--- config.mk ---
export PLATFORM = sky130hd
export DESIGN_NAME = mem_access_unit_flat
export DESIGN_NICKNAME = d
export VERILOG_FILES = /design/src/rtl/mem_access_unit_if.sv /design/src/rtl/mem_access_unit.sv /design/src/flat_wrapper.sv
export SDC_FILE = /design/constraint.sdc
export NUM_CORES = 1
export LEC_CHECK = 0
export BUFFER_PORTS_ARGS = -buffer_cell sky130_fd_sc_hd__buf_2
export CAP_MARGIN = 40
export CORE_AREA = 2 2 169 171
export DETAILED_ROUTE_END_ITERATION = 8
export DIE_AREA = 0 0 171 173
export HOLD_SLACK_MARGIN = 0.1
export MAX_ROUTING_LAYER = met4
export PLACE_DENSITY = 0.71
export SLEW_MARGIN = 20
export SYNTH_ARGS = -nofsm -noshare
export SYNTH_HDL_FRONTEND = slang
export SYNTH_SLANG_ARGS = --single-unit
--- constraint.sdc ---
create_clock -name CLK -period 7.12 [get_ports CLK]
set_clock_uncertainty 0.1 [all_clocks]
set_input_delay 2.136 -clock CLK [delete_from_list [all_inputs] [get_ports CLK]]
set_output_delay 2.136 -clock CLK [all_outputs]
set_load 0.02 [all_outputs]
--- src/rtl/mem_access_unit_if.sv ---
// EX/MEM entry, data-cache request and MEM/WB result bundle for mem_access_unit.
// Latency: none (wires only); the slave modport is the memory stage, the master the surrounding pipeline.
// Backpressure: ex_valid/ex_ready handshake on the entry side; the data cache holds off via dhit.
interface mem_access_unit_if;
    logic        ex_valid;
    logic        ex_ready;
    logic        ex_MemRead;
    logic        ex_MemWrite;
    logic        ex_datomic;
    logic [31:0] ex_addr;
    logic [31:0] ex_store;
    logic [31:0] ex_pc_4;
    logic [31:0] ex_alu_out;
    logic [31:0] ex_wsel;
    logic        ex_RegWr;
    logic        ex_halt;
    logic [1:0]  ex_MemtoReg;
    logic        flush;
    logic        dmemREN;
    logic        dmemWEN;
    logic [31:0] dmemaddr;
    logic [31:0] dmemstore;
    logic [31:0] dmemload;
    logic        dhit;
    logic        ccinv;
    logic [31:0] ccsnoopaddr;
    logic [31:0] mem_pc_4;
    logic [31:0] mem_dmemload;
    logic [31:0] mem_alu_out;
    logic [31:0] mem_wsel;
    logic        mem_RegWr;
    logic        mem_halt;
    logic [1:0]  mem_MemtoReg;
    logic        memwb_EN;
    logic        memwb_flush;

    modport slave (
        input  ex_valid, ex_MemRead, ex_MemWrite, ex_datomic,
        input  ex_addr, ex_store, ex_pc_4, ex_alu_out, ex_wsel,
        input  ex_RegWr, ex_halt, ex_MemtoReg, flush,
        input  dmemload, dhit, ccinv, ccsnoopaddr,
        output ex_ready, dmemREN, dmemWEN, dmemaddr, dmemstore,
        output mem_pc_4, mem_dmemload, mem_alu_out, mem_wsel,
        output mem_RegWr, mem_halt, mem_MemtoReg, memwb_EN, memwb_flush
    );

    modport master (
        output ex_valid, ex_MemRead, ex_MemWrite, ex_datomic,
        output ex_addr, ex_store, ex_pc_4, ex_alu_out, ex_wsel,
        output ex_RegWr, ex_halt, ex_MemtoReg, flush,
        output dmemload, dhit, ccinv, ccsnoopaddr,
        input  ex_ready, dmemREN, dmemWEN, dmemaddr, dmemstore,
        input  mem_pc_4, mem_dmemload, mem_alu_out, mem_wsel,
        input  mem_RegWr, mem_halt, mem_MemtoReg, memwb_EN, memwb_flush
    );
endinterface

--- src/rtl/mem_access_unit.sv ---
// Single-entry memory stage: holds one EX/MEM entry, issues its data-cache access, strobes MEM/WB.
// Latency: ALU entries load MEM/WB one cycle after accept; memory entries in the dhit cycle.
// Backpressure: ex_ready only while empty or completing (not on halt/flush); LL/SC link tracking under `LL_SC_EN.
module mem_access_unit (
    input  logic             CLK,
    input  logic             nRST,
    mem_access_unit_if.slave bus
);
    localparam logic [1:0] EMPTY    = 2'd0;
    localparam logic [1:0] HOLD_ALU = 2'd1;
    localparam logic [1:0] HOLD_MEM = 2'd2;
    localparam logic [1:0] HALTED   = 2'd3;

    logic [1:0]  state, state_d;
    logic        rd_q, wr_q, regwr_q, halt_q, dropped_q;
    logic [1:0]  m2r_q;
    logic [31:0] addr_q, store_q, pc_4_q, alu_q, wsel_q;
    logic [31:0] last_addr_q, last_store_q;
    logic        in_mem, req_rd, req_wr, req, done, complete, accept;
    logic        wb_en, sc_fail;

`ifdef LL_SC_EN
    logic        sc_q, sc_ok_q;
    logic        link_vld_q;
    logic [31:0] link_addr_q;
    logic        snoop_hit;

    assign snoop_hit = bus.ccinv && link_vld_q && (bus.ccsnoopaddr == link_addr_q);
    assign sc_fail   = sc_q && !sc_ok_q;
`else
    logic unused_atomic;

    // Atomic and coherence inputs have no effect in this build.
    assign unused_atomic = ^{bus.ex_datomic, bus.ccinv, bus.ccsnoopaddr};
    assign sc_fail       = 1'b0;
`endif

    assign in_mem   = (state == HOLD_MEM);
    assign req_rd   = in_mem && rd_q;
    assign req_wr   = in_mem && wr_q && !sc_fail;
    assign req      = req_rd || req_wr;
    // A failed SC has nothing to wait for and finishes in its first held cycle.
    assign done     = in_mem && (!req || bus.dhit);
    assign complete = (state == HOLD_ALU) || done;
    assign wb_en    = complete && !bus.flush && !dropped_q;
    assign accept   = bus.ex_valid && bus.ex_ready;

    assign bus.ex_ready     = nRST && !bus.flush &&
                              ((state == EMPTY) || (wb_en && !halt_q));
    assign bus.memwb_EN     = wb_en;
    assign bus.memwb_flush  = nRST && ((bus.flush && (state == EMPTY || state == HOLD_ALU)) ||
                                       (done && (bus.flush || dropped_q)));
    assign bus.dmemREN      = req_rd;
    assign bus.dmemWEN      = req_wr;
    assign bus.dmemaddr     = req ? addr_q  : last_addr_q;
    assign bus.dmemstore    = req ? store_q : last_store_q;
    assign bus.mem_pc_4     = pc_4_q;
    assign bus.mem_wsel     = wsel_q;
    assign bus.mem_RegWr    = regwr_q;
    assign bus.mem_halt     = halt_q;
    assign bus.mem_MemtoReg = m2r_q;
    assign bus.mem_dmemload = nRST ? bus.dmemload : 32'd0;
`ifdef LL_SC_EN
    assign bus.mem_alu_out  = sc_q ? {31'd0, sc_ok_q} : alu_q;
`else
    assign bus.mem_alu_out  = alu_q;
`endif

    // Next state: completion empties (or halts), a same-cycle accept refills with no bubble.
    always_comb begin
        state_d = state;
        case (state)
            EMPTY:    state_d = EMPTY;
            HOLD_ALU,
            HOLD_MEM: if (complete) state_d = (wb_en && halt_q) ? HALTED : EMPTY;
            default:  state_d = HALTED;
        endcase
        if (accept)
            state_d = (bus.ex_MemRead || bus.ex_MemWrite) ? HOLD_MEM : HOLD_ALU;
    end

    // State register and the dropped marker for entries flushed while their access is in flight.
    always_ff @(posedge CLK or negedge nRST) begin
        if (!nRST) begin
            state     <= EMPTY;
            dropped_q <= 1'b0;
        end else begin
            state <= state_d;
            if (accept || complete)
                dropped_q <= 1'b0;
            else if (bus.flush && in_mem)
                dropped_q <= 1'b1;
        end
    end

    // Capture the whole entry on accept; a read wins if both read and write are offered.
    always_ff @(posedge CLK or negedge nRST) begin
        if (!nRST) begin
            rd_q    <= 1'b0;
            wr_q    <= 1'b0;
            addr_q  <= '0;
            store_q <= '0;
            pc_4_q  <= '0;
            alu_q   <= '0;
            wsel_q  <= '0;
            regwr_q <= 1'b0;
            halt_q  <= 1'b0;
            m2r_q   <= '0;
        end else if (accept) begin
            rd_q    <= bus.ex_MemRead;
            wr_q    <= bus.ex_MemWrite && !bus.ex_MemRead;
            addr_q  <= bus.ex_addr;
            store_q <= bus.ex_store;
            pc_4_q  <= bus.ex_pc_4;
            alu_q   <= bus.ex_alu_out;
            wsel_q  <= bus.ex_wsel;
            regwr_q <= bus.ex_RegWr;
            halt_q  <= bus.ex_halt;
            m2r_q   <= bus.ex_MemtoReg;
        end
    end

    // Remember the last driven request so address/data stay stable between accesses.
    always_ff @(posedge CLK or negedge nRST) begin
        if (!nRST) begin
            last_addr_q  <= '0;
            last_store_q <= '0;
        end else if (req) begin
            last_addr_q  <= addr_q;
            last_store_q <= store_q;
        end
    end

`ifdef LL_SC_EN
    // Link register: LL sets it; SC, a local store to the linked word or a matching snoop clear it.
    always_ff @(posedge CLK or negedge nRST) begin
        if (!nRST) begin
            link_vld_q  <= 1'b0;
            link_addr_q <= '0;
            sc_q        <= 1'b0;
            sc_ok_q     <= 1'b0;
        end else begin
            if (accept) begin
                sc_q    <= bus.ex_datomic && bus.ex_MemWrite && !bus.ex_MemRead;
                sc_ok_q <= bus.ex_datomic && bus.ex_MemWrite && !bus.ex_MemRead &&
                           link_vld_q && (link_addr_q == bus.ex_addr) && !snoop_hit;
            end
            if (accept && bus.ex_datomic && bus.ex_MemRead) begin
                link_vld_q  <= !(bus.ccinv && (bus.ccsnoopaddr == bus.ex_addr));
                link_addr_q <= bus.ex_addr;
            end else if (snoop_hit) begin
                link_vld_q <= 1'b0;
            end else if (accept && bus.ex_MemWrite &&
                         (bus.ex_datomic || bus.ex_addr == link_addr_q)) begin
                link_vld_q <= 1'b0;
            end
        end
    end
`endif
endmodule

--- src/flat_wrapper.sv ---
// flat-port wrapper written by rule: the top's interface ports become plain ports
module mem_access_unit_flat 
  (CLK, nRST, bus_ex_valid, bus_ex_MemRead, bus_ex_MemWrite, bus_ex_datomic, bus_ex_addr, bus_ex_store, bus_ex_pc_4, bus_ex_alu_out, bus_ex_wsel, bus_ex_RegWr, bus_ex_halt, bus_ex_MemtoReg, bus_flush, bus_dmemload, bus_dhit, bus_ccinv, bus_ccsnoopaddr, bus_ex_ready, bus_dmemREN, bus_dmemWEN, bus_dmemaddr, bus_dmemstore, bus_mem_pc_4, bus_mem_dmemload, bus_mem_alu_out, bus_mem_wsel, bus_mem_RegWr, bus_mem_halt, bus_mem_MemtoReg, bus_memwb_EN, bus_memwb_flush);
  mem_access_unit_if bus_i ();
  input  logic CLK;
  input  logic nRST;
  input wire logic [$bits(bus_i.ex_valid)-1:0] bus_ex_valid;
  input wire logic [$bits(bus_i.ex_MemRead)-1:0] bus_ex_MemRead;
  input wire logic [$bits(bus_i.ex_MemWrite)-1:0] bus_ex_MemWrite;
  input wire logic [$bits(bus_i.ex_datomic)-1:0] bus_ex_datomic;
  input wire logic [$bits(bus_i.ex_addr)-1:0] bus_ex_addr;
  input wire logic [$bits(bus_i.ex_store)-1:0] bus_ex_store;
  input wire logic [$bits(bus_i.ex_pc_4)-1:0] bus_ex_pc_4;
  input wire logic [$bits(bus_i.ex_alu_out)-1:0] bus_ex_alu_out;
  input wire logic [$bits(bus_i.ex_wsel)-1:0] bus_ex_wsel;
  input wire logic [$bits(bus_i.ex_RegWr)-1:0] bus_ex_RegWr;
  input wire logic [$bits(bus_i.ex_halt)-1:0] bus_ex_halt;
  input wire logic [$bits(bus_i.ex_MemtoReg)-1:0] bus_ex_MemtoReg;
  input wire logic [$bits(bus_i.flush)-1:0] bus_flush;
  input wire logic [$bits(bus_i.dmemload)-1:0] bus_dmemload;
  input wire logic [$bits(bus_i.dhit)-1:0] bus_dhit;
  input wire logic [$bits(bus_i.ccinv)-1:0] bus_ccinv;
  input wire logic [$bits(bus_i.ccsnoopaddr)-1:0] bus_ccsnoopaddr;
  output wire logic [$bits(bus_i.ex_ready)-1:0] bus_ex_ready;
  output wire logic [$bits(bus_i.dmemREN)-1:0] bus_dmemREN;
  output wire logic [$bits(bus_i.dmemWEN)-1:0] bus_dmemWEN;
  output wire logic [$bits(bus_i.dmemaddr)-1:0] bus_dmemaddr;
  output wire logic [$bits(bus_i.dmemstore)-1:0] bus_dmemstore;
  output wire logic [$bits(bus_i.mem_pc_4)-1:0] bus_mem_pc_4;
  output wire logic [$bits(bus_i.mem_dmemload)-1:0] bus_mem_dmemload;
  output wire logic [$bits(bus_i.mem_alu_out)-1:0] bus_mem_alu_out;
  output wire logic [$bits(bus_i.mem_wsel)-1:0] bus_mem_wsel;
  output wire logic [$bits(bus_i.mem_RegWr)-1:0] bus_mem_RegWr;
  output wire logic [$bits(bus_i.mem_halt)-1:0] bus_mem_halt;
  output wire logic [$bits(bus_i.mem_MemtoReg)-1:0] bus_mem_MemtoReg;
  output wire logic [$bits(bus_i.memwb_EN)-1:0] bus_memwb_EN;
  output wire logic [$bits(bus_i.memwb_flush)-1:0] bus_memwb_flush;
  assign bus_i.ex_valid = bus_ex_valid;
  assign bus_i.ex_MemRead = bus_ex_MemRead;
  assign bus_i.ex_MemWrite = bus_ex_MemWrite;
  assign bus_i.ex_datomic = bus_ex_datomic;
  assign bus_i.ex_addr = bus_ex_addr;
  assign bus_i.ex_store = bus_ex_store;
  assign bus_i.ex_pc_4 = bus_ex_pc_4;
  assign bus_i.ex_alu_out = bus_ex_alu_out;
  assign bus_i.ex_wsel = bus_ex_wsel;
  assign bus_i.ex_RegWr = bus_ex_RegWr;
  assign bus_i.ex_halt = bus_ex_halt;
  assign bus_i.ex_MemtoReg = bus_ex_MemtoReg;
  assign bus_i.flush = bus_flush;
  assign bus_i.dmemload = bus_dmemload;
  assign bus_i.dhit = bus_dhit;
  assign bus_i.ccinv = bus_ccinv;
  assign bus_i.ccsnoopaddr = bus_ccsnoopaddr;
  assign bus_ex_ready = bus_i.ex_ready;
  assign bus_dmemREN = bus_i.dmemREN;
  assign bus_dmemWEN = bus_i.dmemWEN;
  assign bus_dmemaddr = bus_i.dmemaddr;
  assign bus_dmemstore = bus_i.dmemstore;
  assign bus_mem_pc_4 = bus_i.mem_pc_4;
  assign bus_mem_dmemload = bus_i.mem_dmemload;
  assign bus_mem_alu_out = bus_i.mem_alu_out;
  assign bus_mem_wsel = bus_i.mem_wsel;
  assign bus_mem_RegWr = bus_i.mem_RegWr;
  assign bus_mem_halt = bus_i.mem_halt;
  assign bus_mem_MemtoReg = bus_i.mem_MemtoReg;
  assign bus_memwb_EN = bus_i.memwb_EN;
  assign bus_memwb_flush = bus_i.memwb_flush;
  mem_access_unit u_core (.CLK(CLK), .nRST(nRST), .bus(bus_i));
endmodule
==> flow_results.xml, run 1 <==
<?xml version="1.0" encoding="UTF-8"?>
<metrics>
  <group name="run_status">
    <metric name="outcome" unit="">finished, final reports clean</metric>
  </group>
  <group name="cts">
    <metric name="clkSlewWorstSetupHoldPaths" unit="ns">0.06</metric>
    <metric name="cts_buffer_depth" unit="">3</metric>
    <metric name="cts.root.buffer_cell" unit="">sky130_fd_sc_hd__clkbuf_16</metric>
    <metric name="cts_hold_repair.buffers" unit="">0</metric>
    <metric name="clkLatencyLatePin" unit="ns">0.52</metric>
    <metric name="post-cts-setup-buffers" unit="">0</metric>
    <metric name="post_cts_resize_count" unit="">0</metric>
    <metric name="tritoncts.num_buffers" unit="">25</metric>
    <metric name="cts_htree_levels" unit="">1</metric>
    <metric name="tritoncts" unit="">done</metric>
    <metric name="clock-sinks" unit="">233</metric>
  </group>
  <group name="yosys">
    <metric name="postSynthNetCount" unit="">804</metric>
    <metric name="synth.cell_area" unit="sq um">9143</metric>
    <metric name="synth.ff_latch_count" unit="">233</metric>
    <metric name="post_synth_num_cell_types" unit="">29</metric>
    <metric name="mean_cell_area_of_the_mapped_netlist" unit="sq um">16.24</metric>
    <metric name="yosysSeqAreaShare" unit="%">63.77</metric>
    <metric name="ys_warn_count" unit="">0</metric>
    <metric name="netlist_instances" unit="">563</metric>
  </group>
  <group name="hold_path">
    <metric name="timing.hold.worst.start" unit="">u_core.bus.mem_alu_out[9]$_DFFE_PN0P_</metric>
    <metric name="holdPathEnd" unit="">u_core.bus.mem_alu_out[9]$_DFFE_PN0P_</metric>
    <metric name="worst_hold_path_type" unit="">reg2reg</metric>
    <metric name="holdPathStages" unit="">1</metric>
  </group>
  <group name="sta">
    <metric name="final_min_period_over_clock_period" unit="%">77.59</metric>
    <metric name="final_critical_path_setup_slack" unit="ns">1.596</metric>
    <metric name="worst_hold_slack" unit="ns">0.3777</metric>
    <metric name="rsz0062_at_grt" unit="">false</metric>
    <metric name="fmax" unit="GHz">0.1810</metric>
    <metric name="totalNegativeSetupSlack" unit="ns">0</metric>
    <metric name="max_slew_margin" unit="%">37.81</metric>
    <metric name="worstMarginPinSlew" unit="ns">0.9328</metric>
    <metric name="timing_max_transition_violations_final" unit="">0</metric>
    <metric name="hold_viol" unit="">0</metric>
    <metric name="setup_violations" unit="">0</metric>
    <metric name="fin_crit" unit="ns">5.524</metric>
  </group>
  <group name="floorplan">
    <metric name="initial_cell_density_of_the_core" unit="%">33.09</metric>
    <metric name="coreArea" unit="sq um">27630</metric>
    <metric name="io_pins" unit="">438</metric>
    <metric name="die-area" unit="sq um">29580</metric>
    <metric name="chipWidth" unit="um">171</metric>
    <metric name="die_h" unit="um">173</metric>
    <metric name="placementRows" unit="">61</metric>
  </group>
  <group name="setup_path">
    <metric name="setup.worst_path.class" unit="">in2out</metric>
    <metric name="crit-reg2reg-launch" unit="">u_core.state[0]$_DFFE_PN0P_</metric>
    <metric name="end_kind" unit="">output port</metric>
    <metric name="r2r_cells" unit="">8</metric>
    <metric name="cp.required" unit="ns">4.88</metric>
    <metric name="path_max_fanout" unit="">110</metric>
    <metric name="ff2ff_setup_slack" unit="ns">4.51</metric>
    <metric name="arrival" unit="ns">3.29</metric>
    <metric name="capture_instance_of_the_worst_register_to_register_path" unit="">u_core.bus.mem_alu_out[18]$_DFFE_PN0P_</metric>
    <metric name="crit_path_start_kind" unit="">input port</metric>
  </group>
  <group name="routing">
    <metric name="first_iter_violations" unit="">219</metric>
    <metric name="drc" unit="">0</metric>
    <metric name="vias_per_cell" unit="">4.382</metric>
    <metric name="route.detailed.wl_per_inst" unit="um">15.32</metric>
    <metric name="finalWirelength" unit="um">20960</metric>
    <metric name="ant_nets" unit="">0</metric>
    <metric name="vias" unit="">5994</metric>
    <metric name="detail_route.first_pass.iterations" unit="">4</metric>
  </group>
  <group name="layout">
    <metric name="drive_above_1_share" unit="%">57.23</metric>
    <metric name="multi_input_comb_area" unit="sq um">3067</metric>
    <metric name="num-fill-cells" unit="">2521</metric>
    <metric name="finalCoreUtilization" unit="%">45.03</metric>
    <metric name="area.growth.synth_to_final" unit="%">36.08</metric>
    <metric name="final_net_count" unit="">1212</metric>
    <metric name="layout_commonest_cell" unit="">sky130_fd_sc_hd__buf_2</metric>
    <metric name="ff_latch_area" unit="sq um">5831</metric>
    <metric name="layout_common_cells" unit="">sky130_fd_sc_hd__buf_2, sky130_fd_sc_hd__dfrtp_1, sky130_fd_sc_hd__mux2_1</metric>
  </group>
  <group name="placement">
    <metric name="detailed_place_hpwl" unit="um">15030</metric>
    <metric name="place_ws" unit="ns">1.627</metric>
    <metric name="port_buffers" unit="">403</metric>
    <metric name="gp_congestion" unit="">0.7434</metric>
  </group>
  <group name="global_routing">
    <metric name="grt_first_pass_wirelength" unit="um">32790</metric>
    <metric name="grt_start_max_net_pins" unit="">160</metric>
    <metric name="grt_antenna_before_repair" unit="">1</metric>
    <metric name="vias_in_the_first_global_route" unit="">6411</metric>
    <metric name="global_route.usage.total" unit="%">14.10</metric>
    <metric name="overflow" unit="">0</metric>
  </group>
  <group name="power">
    <metric name="static-leakage-power" unit="nW">6.534</metric>
    <metric name="power.density_cell_area" unit="nW/um^2">419.8</metric>
    <metric name="total_power" unit="W">0.005222</metric>
    <metric name="irDropWorstVdd" unit="uV">286.6</metric>
  </group>
  <group name="run">
    <metric name="cap_violations" unit="">0</metric>
  </group>
</metrics>
how the worst max path moves through the flow:
stage               startpoint         endpoint  slack (ns)  cells after the start
finish                    nRST  bus_memwb_flush        1.60                      4
CTS                       nRST  bus_memwb_flush        1.62                      4
detailed placement        nRST  bus_memwb_flush        1.63                      4
global route              nRST  bus_memwb_flush        1.41                      4
floorplan             bus_dhit     bus_ex_ready        1.83                      4
global placement          nRST  bus_memwb_flush        1.65                      4
area by class of cell:
class	count	share of cell area (%)
sequential	233	46.87
multi-input combinational	297	24.65
timing repair buffer	409	17.15
clock buffer	34	5.863
tap	378	3.802
clock inverter	11	1.499
inverter	5	0.1509
antenna	1	0.02011
kinds of logic (layout without fill, tap and decap cells):
family                   count (synthesis)  count (layout)  share of synthesized area, %
flip-flops                             233             233                         63.77
multiplexers                           230             230                         28.33
AND/OR/NAND/NOR                         45              45                         3.011
buffers and inverters                   33             459                         2.737
AO/OA/AOI/OAI                           18              18                         1.601
adder cells (fa/ha/maj)                  4               4                        0.5474
other                                    0               1                             0
critical path: stages:
cell,delay [ns]
sky130_fd_sc_hd__buf_8,0.44
sky130_fd_sc_hd__o21ai_0,0.18
sky130_fd_sc_hd__a21oi_1,0.16
sky130_fd_sc_hd__buf_2,0.20
state kept, by name (all words and copies together) (netlist names), 2 cells and up:
signal and count:
u_core.last_addr_q 32, u_core.store_q 32, u_core.bus.mem_MemtoReg 2, u_core.state 2, u_core.bus.mem_wsel 32, u_core.bus.mem_pc_4 32, u_core.addr_q 32, u_core.last_store_q 32
u_core.bus.mem_alu_out 32
metrics by stage:
step | instances | cell area [sq um]
after floorplan | 563 | 9143
after global placement | 1320 | 11480
after detailed placement | 1322 | 11520
after CTS | 1367 | 12440
after global routing | 1368 | 12440
final | 1368 | 12440
routing by layer:
| metal | GRT usage, % | part of all wire, % | routed length, um |
|---|---|---|---|
| met2 | 24.68 | 51 | 10660 |
| met4 | 4.873 | 3.3 | 699 |
| met5 | - | 0 | 0 |
| met1 | 15.32 | 38 | 7934 |
| met3 | 3.799 | 7.9 | 1665 |
where the power goes:
group | leakage [nW] | internal (W) | total, W | switching, W
logic | 3.14 | 0.000690 | 0.00167 | 0.000982
registers | 2.95 | 0.00191 | 0.00214 | 0.000230
clock network | 0.452 | 0.000895 | 0.00141 | 0.000513
synthesized netlist by cell type:
library cell,n,area [sq um]
sky130_fd_sc_hd__dfrtp_1,233,5831
sky130_fd_sc_hd__mux2_1,120,1351
sky130_fd_sc_hd__mux2_2,110,1239
sky130_fd_sc_hd__and2_1,33,206.5
sky130_fd_sc_hd__buf_6,14,157.7
sky130_fd_sc_hd__buf_2,8,40.04
sky130_fd_sc_hd__clkbuf_1,5,18.77
sky130_fd_sc_hd__inv_1,5,18.77
sky130_fd_sc_hd__a211oi_1,4,30.03
sky130_fd_sc_hd__ha_1,4,50.05
sky130_fd_sc_hd__a21oi_1,3,15.01
sky130_fd_sc_hd__nand2_1,3,11.26
sky130_fd_sc_hd__nor3_1,3,15.01
sky130_fd_sc_hd__a21o_1,2,15.01
sky130_fd_sc_hd__nor3b_1,2,15.01
sky130_fd_sc_hd__a21oi_4,1,16.27
sky130_fd_sc_hd__a22oi_1,1,7.510
sky130_fd_sc_hd__and3b_1,1,8.760
sky130_fd_sc_hd__buf_8,1,15.01
sky130_fd_sc_hd__nor2_1,1,3.750
sky130_fd_sc_hd__nor2b_1,1,6.260
sky130_fd_sc_hd__nor2b_2,1,8.760
sky130_fd_sc_hd__o211a_1,1,10.01
sky130_fd_sc_hd__o21a_1,1,7.510
sky130_fd_sc_hd__o21ai_0,1,5.000
sky130_fd_sc_hd__o21ai_4,1,16.27
sky130_fd_sc_hd__o221ai_1,1,8.760
sky130_fd_sc_hd__o22ai_1,1,6.260
sky130_fd_sc_hd__o2bb2ai_1,1,8.760
Note: power is estimated with default switching activity, not from simulation.
==> run 2: changes to the inputs <==
PLACE_DENSITY = 0.74   (was 0.71)
clock period = 5 ns   (was 7.12 ns; I/O delays follow)
==> run 2 against run 1 <==
Net effect: flip-flop and latch count did not move; final cell count did not move; critical path depth increased by 4; via count up 0.15%; global-route usage fell by 0.33 points; largest power group unchanged; highest routed layer unchanged.
==> flow_results.xml, run 2 (synthesized netlist as in run 1, its figures left out) <==
<?xml version="1.0" encoding="UTF-8"?>
<metrics>
  <group name="placement">
    <metric name="port_buffers" unit="">403</metric>
    <metric name="detailed_place_hpwl" unit="um">15020</metric>
    <metric name="placed_cells" unit="">1324</metric>
    <metric name="place_ws" unit="ns">0.9892</metric>
    <metric name="gp_congestion" unit="">0.7533</metric>
  </group>
  <group name="routing">
    <metric name="first_iter_violations" unit="">222</metric>
    <metric name="route.detailed.wl_per_inst" unit="um">14.86</metric>
    <metric name="detail_route.first_pass.iterations" unit="">4</metric>
    <metric name="ant_nets" unit="">0</metric>
    <metric name="drc" unit="">0</metric>
    <metric name="vias_per_cell" unit="">4.388</metric>
    <metric name="finalWirelength" unit="um">20330</metric>
    <metric name="vias" unit="">6003</metric>
  </group>
  <group name="sta">
    <metric name="totalNegativeSetupSlack" unit="ns">0</metric>
    <metric name="hold_viol" unit="">0</metric>
    <metric name="max_slew_margin" unit="%">55.89</metric>
    <metric name="fmax" unit="GHz">0.2478</metric>
    <metric name="final_critical_path_setup_slack" unit="ns">0.9650</metric>
    <metric name="rsz0062_at_grt" unit="">false</metric>
    <metric name="final_min_period_over_clock_period" unit="%">80.70</metric>
    <metric name="fin_crit" unit="ns">4.035</metric>
    <metric name="timing_max_transition_violations_final" unit="">0</metric>
    <metric name="worstMarginPinSlew" unit="ns">0.6617</metric>
    <metric name="setup_violations" unit="">0</metric>
  </group>
  <group name="layout">
    <metric name="final_net_count" unit="">1213</metric>
    <metric name="layout_common_cells" unit="">sky130_fd_sc_hd__buf_2, sky130_fd_sc_hd__dfrtp_1, sky130_fd_sc_hd__mux2_1</metric>
    <metric name="layout_commonest_cell" unit="">sky130_fd_sc_hd__buf_2</metric>
    <metric name="area.growth.synth_to_final" unit="%">34.94</metric>
    <metric name="num-fill-cells" unit="">2507</metric>
    <metric name="multi_input_comb_area" unit="sq um">3067</metric>
    <metric name="drive_above_1_share" unit="%">56.98</metric>
    <metric name="ff_latch_area" unit="sq um">5831</metric>
    <metric name="final-instance-count-excl-fill" unit="">1368</metric>
  </group>
  <group name="setup_path">
    <metric name="total_buffers_and_inverters_traversed_by_the_critical_path" unit="">3</metric>
    <metric name="crit_slowest_cell" unit="">sky130_fd_sc_hd__dfrtp_1</metric>
    <metric name="setup.worst_path.class" unit="">reg2out</metric>
    <metric name="crit_path_start_kind" unit="">flop</metric>
    <metric name="path_max_fanout" unit="">53</metric>
    <metric name="capture_instance_of_the_worst_register_to_register_path" unit="">u_core.bus.mem_alu_out[9]$_DFFE_PN0P_</metric>
    <metric name="timing.critical_path.cells" unit="">inv_1 -&gt; ha_1 -&gt; a22oi_2 -&gt; buf_12 -&gt; o211a_1 -&gt; o21ai_0 -&gt; a21oi_1 -&gt; buf_2</metric>
    <metric name="r2r_cells" unit="">7</metric>
    <metric name="arrival" unit="ns">2.43</metric>
    <metric name="cp.required" unit="ns">3.40</metric>
    <metric name="end_kind" unit="">output port</metric>
    <metric name="crit-reg2reg-launch" unit="">u_core.state[0]$_DFFE_PN0P_</metric>
    <metric name="crit_family" unit="">compound AO/OA/AOI/OAI gates</metric>
    <metric name="max_stage_delay" unit="ns">0.35</metric>
    <metric name="ff2ff_setup_slack" unit="ns">2.50</metric>
  </group>
  <group name="hold_path">
    <metric name="holdPathStages" unit="">1</metric>
    <metric name="holdPathEnd" unit="">u_core.bus.mem_alu_out[17]$_DFFE_PN0P_</metric>
    <metric name="worst_hold_path_type" unit="">reg2reg</metric>
    <metric name="timing.hold.worst.start" unit="">u_core.bus.mem_alu_out[17]$_DFFE_PN0P_</metric>
  </group>
  <group name="floorplan">
    <metric name="initial_cell_density_of_the_core" unit="%">33.09</metric>
    <metric name="io_pins" unit="">438</metric>
    <metric name="die_h" unit="um">173</metric>
    <metric name="placementRows" unit="">61</metric>
    <metric name="die-area" unit="sq um">29580</metric>
    <metric name="coreArea" unit="sq um">27630</metric>
    <metric name="chipWidth" unit="um">171</metric>
  </group>
  <group name="cts">
    <metric name="clkSlewWorstSetupHoldPaths" unit="ns">0.05</metric>
    <metric name="tritoncts" unit="">done</metric>
    <metric name="clock-sinks" unit="">233</metric>
    <metric name="cts_buffer_depth" unit="">3</metric>
    <metric name="clkLatencyLatePin" unit="ns">0.51</metric>
    <metric name="cts_hold_repair.buffers" unit="">0</metric>
    <metric name="cts_htree_levels" unit="">1</metric>
    <metric name="post_cts_resize_count" unit="">0</metric>
    <metric name="tritoncts.num_buffers" unit="">24</metric>
    <metric name="post-cts-setup-buffers" unit="">0</metric>
    <metric name="cts.root.buffer_cell" unit="">sky130_fd_sc_hd__clkbuf_16</metric>
  </group>
  <group name="power">
    <metric name="p_seq_share" unit="%">42.2</metric>
    <metric name="p_int" unit="W">0.004784</metric>
    <metric name="power.density_cell_area" unit="nW/um^2">583.7</metric>
    <metric name="switchingPower" unit="W">0.002417</metric>
    <metric name="clock_share_of_power" unit="%">24.6</metric>
    <metric name="irDropWorstVdd" unit="uV">356.8</metric>
    <metric name="pwr-share-comb" unit="%">33.2</metric>
    <metric name="static-leakage-power" unit="nW">6.479</metric>
    <metric name="switching_share" unit="%">33.56</metric>
  </group>
  <group name="global_routing">
    <metric name="vias_in_the_first_global_route" unit="">6199</metric>
    <metric name="overflow" unit="">0</metric>
    <metric name="grt_antenna_before_repair" unit="">1</metric>
    <metric name="global_route.usage.total" unit="%">13.77</metric>
    <metric name="grt_first_pass_wirelength" unit="um">32060</metric>
    <metric name="grt_start_max_net_pins" unit="">113</metric>
  </group>
  <group name="run">
    <metric name="cap_violations" unit="">0</metric>
  </group>
  <group name="run_status">
    <metric name="outcome" unit="">finished, final reports clean</metric>
  </group>
</metrics>
-- run 2: cell count changes in the layout (fill, tap and decap cells not counted), moves of 2 or more --
cell,previous run,this run
sky130_fd_sc_hd__clkbuf_1,2,4
sky130_fd_sc_hd__buf_4,1,4
sky130_fd_sc_hd__bufinv_16,5,1
sky130_fd_sc_hd__clkinv_2,4,2
-- run 2: per-layer routing --
| layer | vias to the layer above | part of all wire (%) | GRT usage [%] |
|---|---|---|---|
| met3 | 37 | 8.9 | 4.303 |
| met2 | 242 | 49 | 23.76 |
| met4 | 0 | 2.9 | 3.919 |
| met1 | 2909 | 39 | 15.22 |
| met5 | - | 0 | - |
| li1 | 2815 | - | - |
-- run 2: area by class of cell --
cell class | instances | area share [%]
clock buffer | 37 | 6.085
antenna | 2 | 0.04057
tap | 378 | 3.834
timing repair buffer | 411 | 17.32
sequential | 233 | 47.26
multi-input combinational | 297 | 24.86
clock inverter | 5 | 0.4462
inverter | 5 | 0.1521
-- run 2: worst max path at each step --
stage / start / depth (start not counted) / end / slack [ns]
5_1_grt: u_core.state[0]$_DFFE_PN0P_ / 8 / bus_memwb_flush / 0.74
3_3_place_gp: bus_dhit / 6 / bus_ex_ready / 0.98
3_5_place_dp: bus_dhit / 6 / bus_ex_ready / 0.99
4_1_cts: u_core.state[0]$_DFFE_PN0P_ / 8 / bus_memwb_flush / 0.88
2_1_floorplan: bus_dhit / 4 / bus_ex_ready / 0.98
6_report: u_core.state[0]$_DFFE_PN0P_ / 8 / bus_memwb_flush / 0.97
-- run 2: power by group through the flow --
| stage | clock [W] | combinational, W | sequential, W |
|---|---|---|---|
| final | 0.00177 | 0.00239 | 0.00304 |
| after floorplan | 0 | 0.00105 | 0.00348 |
| after global placement | 0 | 0.00239 | 0.00303 |
| after detailed placement | 0 | 0.00242 | 0.00308 |
| after CTS | 0.00184 | 0.00243 | 0.00305 |
| after global routing | 0.00191 | 0.00257 | 0.00315 |
-- run 2: per-stage QoR --
stage / hold WS [ns] / power (W) / util (%) / cell area (sq um)
4_1_cts: 0.3834 / 0.007322 / 44.63 / 12330
3_3_place_gp: 0.3616 / 0.005417 / 41.72 / 11530
6_report: 0.3756 / 0.007201 / 44.65 / 12340
2_1_floorplan: 0.3541 / 0.004532 / - / 9143
5_1_grt: 0.3901 / 0.007631 / 44.64 / 12330
3_5_place_dp: 0.3692 / 0.005504 / 41.72 / 11530
